==> config.mk <==
export PLATFORM = sky130hd
export DESIGN_NAME = counter_sequencer
export DESIGN_NICKNAME = d
export VERILOG_FILES = /design/src/rtl/counter_sequencer.sv
export SDC_FILE = /design/constraint.sdc
export NUM_CORES = 1
export LEC_CHECK = 0
export ABC_AREA = 1
export BUFFER_PORTS_ARGS = -buffer_cell sky130_fd_sc_hd__buf_4
export CAP_MARGIN = 40
export CORE_MARGIN = 5
export CORE_UTILIZATION = 50
export CTS_CLUSTER_SIZE = 16
export DETAILED_ROUTE_END_ITERATION = 10
export GPL_TIMING_DRIVEN = 0
export PLACE_DENSITY = 0.76
export SLEW_MARGIN = 5
export SYNTH_ARGS = -nofsm -noshare
export SYNTH_HDL_FRONTEND = slang
export SYNTH_SLANG_ARGS = --single-unit
==> constraint.sdc <==
create_clock -name in_clk -period 1.6 [get_ports in_clk]
set_input_delay 0.32 -clock in_clk [delete_from_list [all_inputs] [get_ports in_clk]]
set_output_delay 0.32 -clock in_clk [all_outputs]
set_load 0.02 [all_outputs]
==> src/rtl/counter_sequencer.sv <==
// Burst sequencer for the loadable up-counter: one-cycle preset load, a timed
// write_now burst, an idle gap, optional repetition. Every output is registered.
module counter_sequencer #(
  parameter int WIDTH     = 8,
  parameter int LEN_WIDTH = 8
) (
  input  logic                 in_clk,
  input  logic                 in_rst_n,
  input  logic                 in_start,
  input  logic                 in_abort,
  input  logic [WIDTH-1:0]     in_cfg_load_value,
  input  logic [LEN_WIDTH-1:0] in_cfg_length,
  input  logic [LEN_WIDTH-1:0] in_cfg_gap,
  input  logic                 in_cfg_repeat,
  output logic [WIDTH-1:0]     out_load_value,
  output logic                 out_load_now,
  output logic                 out_write_now,
  output logic                 out_busy,
  output logic                 out_done,
  output logic [LEN_WIDTH-1:0] out_remaining
);

  typedef enum logic [2:0] {
    S_IDLE,
    S_LOAD,
    S_DRIVE,
    S_GAP,
    S_DONE
  } state_t;

  state_t               state, state_n;
  logic [LEN_WIDTH-1:0] cnt, cnt_n;
  logic [WIDTH-1:0]     sh_val, sh_val_n;
  logic [LEN_WIDTH-1:0] sh_len, sh_len_n;
  logic [LEN_WIDTH-1:0] sh_gap, sh_gap_n;
  logic                 sh_rep, sh_rep_n;

  logic [WIDTH-1:0]     load_value_n;
  logic [LEN_WIDTH-1:0] remaining_n;

  // cnt holds the cycles left in the current DRIVE or GAP phase; phases are
  // only entered with a nonzero count, so the decrement never wraps.
  always_comb begin
    state_n  = state;
    cnt_n    = cnt;
    sh_val_n = sh_val;
    sh_len_n = sh_len;
    sh_gap_n = sh_gap;
    sh_rep_n = sh_rep;

    case (state)
      S_IDLE, S_DONE: begin
        if (in_start && !in_abort) begin
          sh_val_n = in_cfg_load_value;
          sh_len_n = in_cfg_length;
          sh_gap_n = in_cfg_gap;
          sh_rep_n = in_cfg_repeat;
          state_n  = S_LOAD;
        end else begin
          state_n = S_IDLE;
        end
      end
      S_LOAD: begin
        if (in_abort) begin
          state_n = S_IDLE;
          cnt_n   = '0;
        end else if (sh_len != '0) begin
          state_n = S_DRIVE;
          cnt_n   = sh_len;
        end else if (sh_gap != '0) begin
          state_n = S_GAP;
          cnt_n   = sh_gap;
        end else begin
          state_n = sh_rep ? S_LOAD : S_DONE;
        end
      end
      S_DRIVE: begin
        if (in_abort) begin
          state_n = S_IDLE;
          cnt_n   = '0;
        end else if (cnt != LEN_WIDTH'(1)) begin
          cnt_n = cnt - LEN_WIDTH'(1);
        end else if (sh_gap != '0) begin
          state_n = S_GAP;
          cnt_n   = sh_gap;
        end else begin
          state_n = sh_rep ? S_LOAD : S_DONE;
          cnt_n   = '0;
        end
      end
      S_GAP: begin
        if (in_abort) begin
          state_n = S_IDLE;
          cnt_n   = '0;
        end else if (cnt != LEN_WIDTH'(1)) begin
          cnt_n = cnt - LEN_WIDTH'(1);
        end else begin
          state_n = sh_rep ? S_LOAD : S_DONE;
          cnt_n   = '0;
        end
      end
      default: begin
        state_n = S_IDLE;
        cnt_n   = '0;
      end
    endcase

    // Outputs are registered copies of what the next state implies.
    load_value_n = (state_n == S_LOAD) ? sh_val_n : out_load_value;
    remaining_n  = (state_n == S_DRIVE) ? cnt_n : '0;
  end

  always_ff @(posedge in_clk or negedge in_rst_n) begin
    if (!in_rst_n) begin
      state          <= S_IDLE;
      cnt            <= '0;
      sh_val         <= '0;
      sh_len         <= '0;
      sh_gap         <= '0;
      sh_rep         <= 1'b0;
      out_load_value <= '0;
      out_load_now   <= 1'b0;
      out_write_now  <= 1'b0;
      out_busy       <= 1'b0;
      out_done       <= 1'b0;
      out_remaining  <= '0;
    end else begin
      state          <= state_n;
      cnt            <= cnt_n;
      sh_val         <= sh_val_n;
      sh_len         <= sh_len_n;
      sh_gap         <= sh_gap_n;
      sh_rep         <= sh_rep_n;
      out_load_value <= load_value_n;
      out_load_now   <= (state_n == S_LOAD);
      out_write_now  <= (state_n == S_DRIVE);
      out_busy       <= (state_n == S_LOAD) || (state_n == S_DRIVE) || (state_n == S_GAP);
      out_done       <= (state_n == S_DONE);
      out_remaining  <= remaining_n;
    end
  end

endmodule
==> results by stage <==
Route:
- The routed design has 7100 um of wire.
- The total length of routed met3 wires is 493 um.
- For this block, wires on met1 add up to 2990 um.
- The routed layout has 2,520 vias.
- The detail route stage leaves a number of antenna-violating nets equal to 0.
- Signal routing reaches up to met4.
- After detailed routing, the number of remaining DRC violations is 0.
- The wire length per cell is 14.4 um.
- The total iterations of the first detailed-routing run is 4.
- The mean number of vias per cell is 5.12.
- After the first detailed-routing iteration, the DRC count stood at 201.
- After detailed routing, the met2 layer carries 3450 um of wire.

Timing:
- Setup violations remaining at the end of the flow were counted as 14.
- For the pin with the worst max-slew slack, the measured transition is 0.678 ns.
- For this run, the top clock speed supported by timing is 579 MHz.
- For the finished layout, the period the worst path requires is 1.73 ns.
- The total count of max-transition violations in the final report came to 0.
- The final total negative setup slack is -0.924 ns.
- The post-route clock period utilization is 108%.
- The number of hold-slack violations in the final timing report came to 0.
- The post-route worst setup slack is -0.127 ns.
- In this run the tightest slew margin relative to its limit is 54.8%.
- Setup repair after global routing could not meet its margin everywhere.
- The worst clock skew is 0.00918 ns.

Worst setup path:
- For flop-to-flop paths, the worst setup slack is -0.13 ns.
- In this run the worst path has a maximum fanout of 7.
- STA classifies the critical path startpoint as a flop.
- The worst setup path is captured at a flop.
- The critical path is of the reg2reg type.
- The number of cells on the worst reg-to-reg path is 8.
- The data arrival time of the worst path is 1.92 ns.
- At the worst endpoint, the required time is 1.79 ns.
- The reg-to-reg endpoint is out_busy.
- The worst register-to-register path begins at cnt[2].

Pwr:
- VDD sags by at most 0.000841 V.
- For this design the ratio of total power to cell area is 1530 nW/um^2.
- The post-layout total power is 5.66 mW.
- The static power due to leakage is 1.97 nW.

Synthesis:
- In the post-synthesis netlist, the cell with the most instances is nand2_1.
- The commonest cells after synthesis are 108 x nand2_1, 56 x dfrtp_1, 38 x inv_1.
- Yosys printed 0 warnings.
- The number of synthesized register bits is 56.
- Sequential elements use 51.4% of the synthesized area.
- The synthesized instance count is 344.
- In the synthesized netlist the dominant register cell turns out to be dfrtp_1.
- Yosys attributes the largest share of cell area to dfrtp_1 51%, nand2_1 15%, inv_1 5.2%, nand3_1 4.8%, o21ai_0 4.6%.
- Counting flops with a built-in enable in the synthesized netlist gives 0.
- The share of synthesized area in the top cell type comes to 51.4%.
- The synthesized netlist contains 30 unique library cells.
- The share of flip-flops with an asynchronous set or reset after synthesis is 100%.
- When the netlist entered floorplanning its net count stood at 375.
- The cell area that synthesis handed to floorplanning was 2730 um^2.
- The library cell with the largest summed area after synthesis is dfrtp_1.
- Each instance of the synthesized netlist takes up on average 7.93 um^2.

GRT:
- The overall track demand over capacity in global routing is 19.1%.
- Entering global routing, the biggest net connects 57 pins.
- The via count of the first global-routing pass is 2,377.
- The initial antenna violation count was 0.
- The first global-routing pass estimated 11,000 um of wire.
- The total global routing overflow is 0.

Finish:
- The area growth from synthesis to layout is 35.9%.
- Fill cells in the final layout number 416.
- The multi-input combinational cells in the finished layout cover a total of 1350 um^2.
- The share of cells above drive strength 1 is 36.0%.
- Summing all flip-flop and latch instances after layout gives 1410 um^2.
- The number of antenna diodes in the final layout is 0.
- After the last flow step, the layout net total stands at 452.

Clocking:
- The count of hold-fix buffers inserted at cts is 0.
- The clock-pin transition on the worst setup and hold timing paths is 0.10 ns.
- Clock tree synthesis selected as its root buffer the cell clkbuf_8.
- For the worst-skew pair, the clock arrives at the later sink with an insertion delay of 0.31 ns.
- The CTS sink count is 56.
- The H-tree was split into 2 levels.
- Counting the buffers created by CTS gives 5.
- TritonCTS built the clock tree.
- The clock passes through at most 2 buffers.

Status:
- The run finished, with violations left.
- The final reports fail on setup timing.

Placed design:
- The HPWL after detailed placement is 4510 um.
- The weighted congestion reported at the end of routability-driven placement is 0.878.
- During placement, the flow inserted port buffers numbering 48.
- The placement-stage worst setup slack is -0.196 ns.

Run:
- The number of max-cap violations is 0.

Floorplanning:
- The die boundary width is 83.9 um.
- In this run the core area contains 26 standard-cell rows.
- The core area is 5200 um^2.
- Once the floorplan was initialized, standard cells occupied 52.4% of the core.
- The die covers 7030 um^2.
- During I/O placement, the number of pins put on the boundary was 49.
- The height of the die is 83.9 um.

Min path:
- The class of the worst hold path is in2async.
[layout make-up]
class / instances / share of cell area [%]
Clock inverter: 2 / 0.945
Inverter: 51 / 5.37
Sequential cell: 56 / 37.9
Tap cell: 70 / 2.36
Multi-Input combinational cell: 234 / 36.3
Clock buffer: 6 / 1.96
Timing Repair Buffer: 68 / 14.3
Buffer: 5 / 0.844
[power breakdown]
group / leakage [nW] / internal, mW / total (mW) / switching (mW)
clock network: 0.0552 / 0.465 / 0.909 / 0.444
registers: 0.718 / 1.85 / 2.14 / 0.287
logic: 1.19 / 1.01 / 2.61 / 1.60
[logic make-up after synthesis]
family                   share of synthesized area [%]
flip-flops                                        51.4
adder cells (fa/ha/maj)                          0.917
buffers and inverters                             8.03
AO/OA/AOI/OAI                                     7.06
AND/OR/NAND/NOR                                   32.3
XOR/XNOR                                         0.321
[cell usage in the layout, fill, tap and decap left out, types with 2 or more instances in the layout]
cell type	Yosys	final
nand2_1	108	93
buf_4	0	65
dfrtp_1	56	53
inv_1	38	34
nor2_1	32	25
nand3_1	26	25
o21ai_0	25	22
nand2_2	5	16
inv_2	13	15
nor2_4	0	9
nor2_2	9	7
nand2_4	1	5
clkbuf_8	0	5
nand3_4	0	3
o22ai_1	3	3
o21ai_1	1	3
a21oi_1	4	3
nand4_4	1	3
buf_6	1	3
clkbuf_2	0	3
dfrtp_2	0	3
nand3b_1	2	2
[stage by stage]
step | hold slack [ns] | instances | utilization [%] | cell area (um^2)
floorplan | 0.0244 | 344 | - | 2730
global placement | 0.404 | 462 | 61.0 | 3180
detailed placement | 0.407 | 462 | 61.0 | 3180
CTS | 0.0628 | 479 | 66.6 | 3470
global route | 0.0918 | 492 | 71.2 | 3710
finish | 0.0346 | 492 | 71.2 | 3710
[layer usage]
layer,GRT usage [%],up-vias
li1,-,1225
met1,26.7,1180
met2,30.2,99
met3,3.55,16
met4,5.70,0
met5,0,-
[flip-flops by register name (all words and copies together), names as in the netlist]
register and count:
out_done 1, sh_val 8, sh_len 8, state 3
out_remaining 8, sh_rep 1, cnt 8, sh_gap 8
out_load_value 8, out_load_now 1, out_busy 1, out_write_now 1
[worst max-delay path, cell delays in order (launching register included)]
cell and delay [ns]:
dfrtp_2 0.45, nor2_2 0.14, nand2_2 0.11, nor2_8 0.19, nand2_2 0.09, nand3_4 0.08, nand4_4 0.16, buf_6 0.18
or2_1 0.21
[what timing repair did]
action,4_1_cts,5_1_grt
pin swaps,9,11
cloned,1,2
resized for setup,27,44
endpoints found under the setup margin,29,46
setup buffers,8,11
[worst max path at each step]
stage	start	endpoint	slack (ns)	depth (start not counted)
after global routing	cnt[1]	out_busy	-0.19	9
after global placement	cnt[1]	out_load_value[3]	-0.16	11
after CTS	cnt[1]	out_busy	-0.04	9
after detailed placement	cnt[1]	out_load_value[1]	-0.20	11
final	cnt[2]	out_busy	-0.13	8
after floorplan	cnt[1]	out_busy	0.002	9
Note: power is estimated with default switching activity, not from simulation.
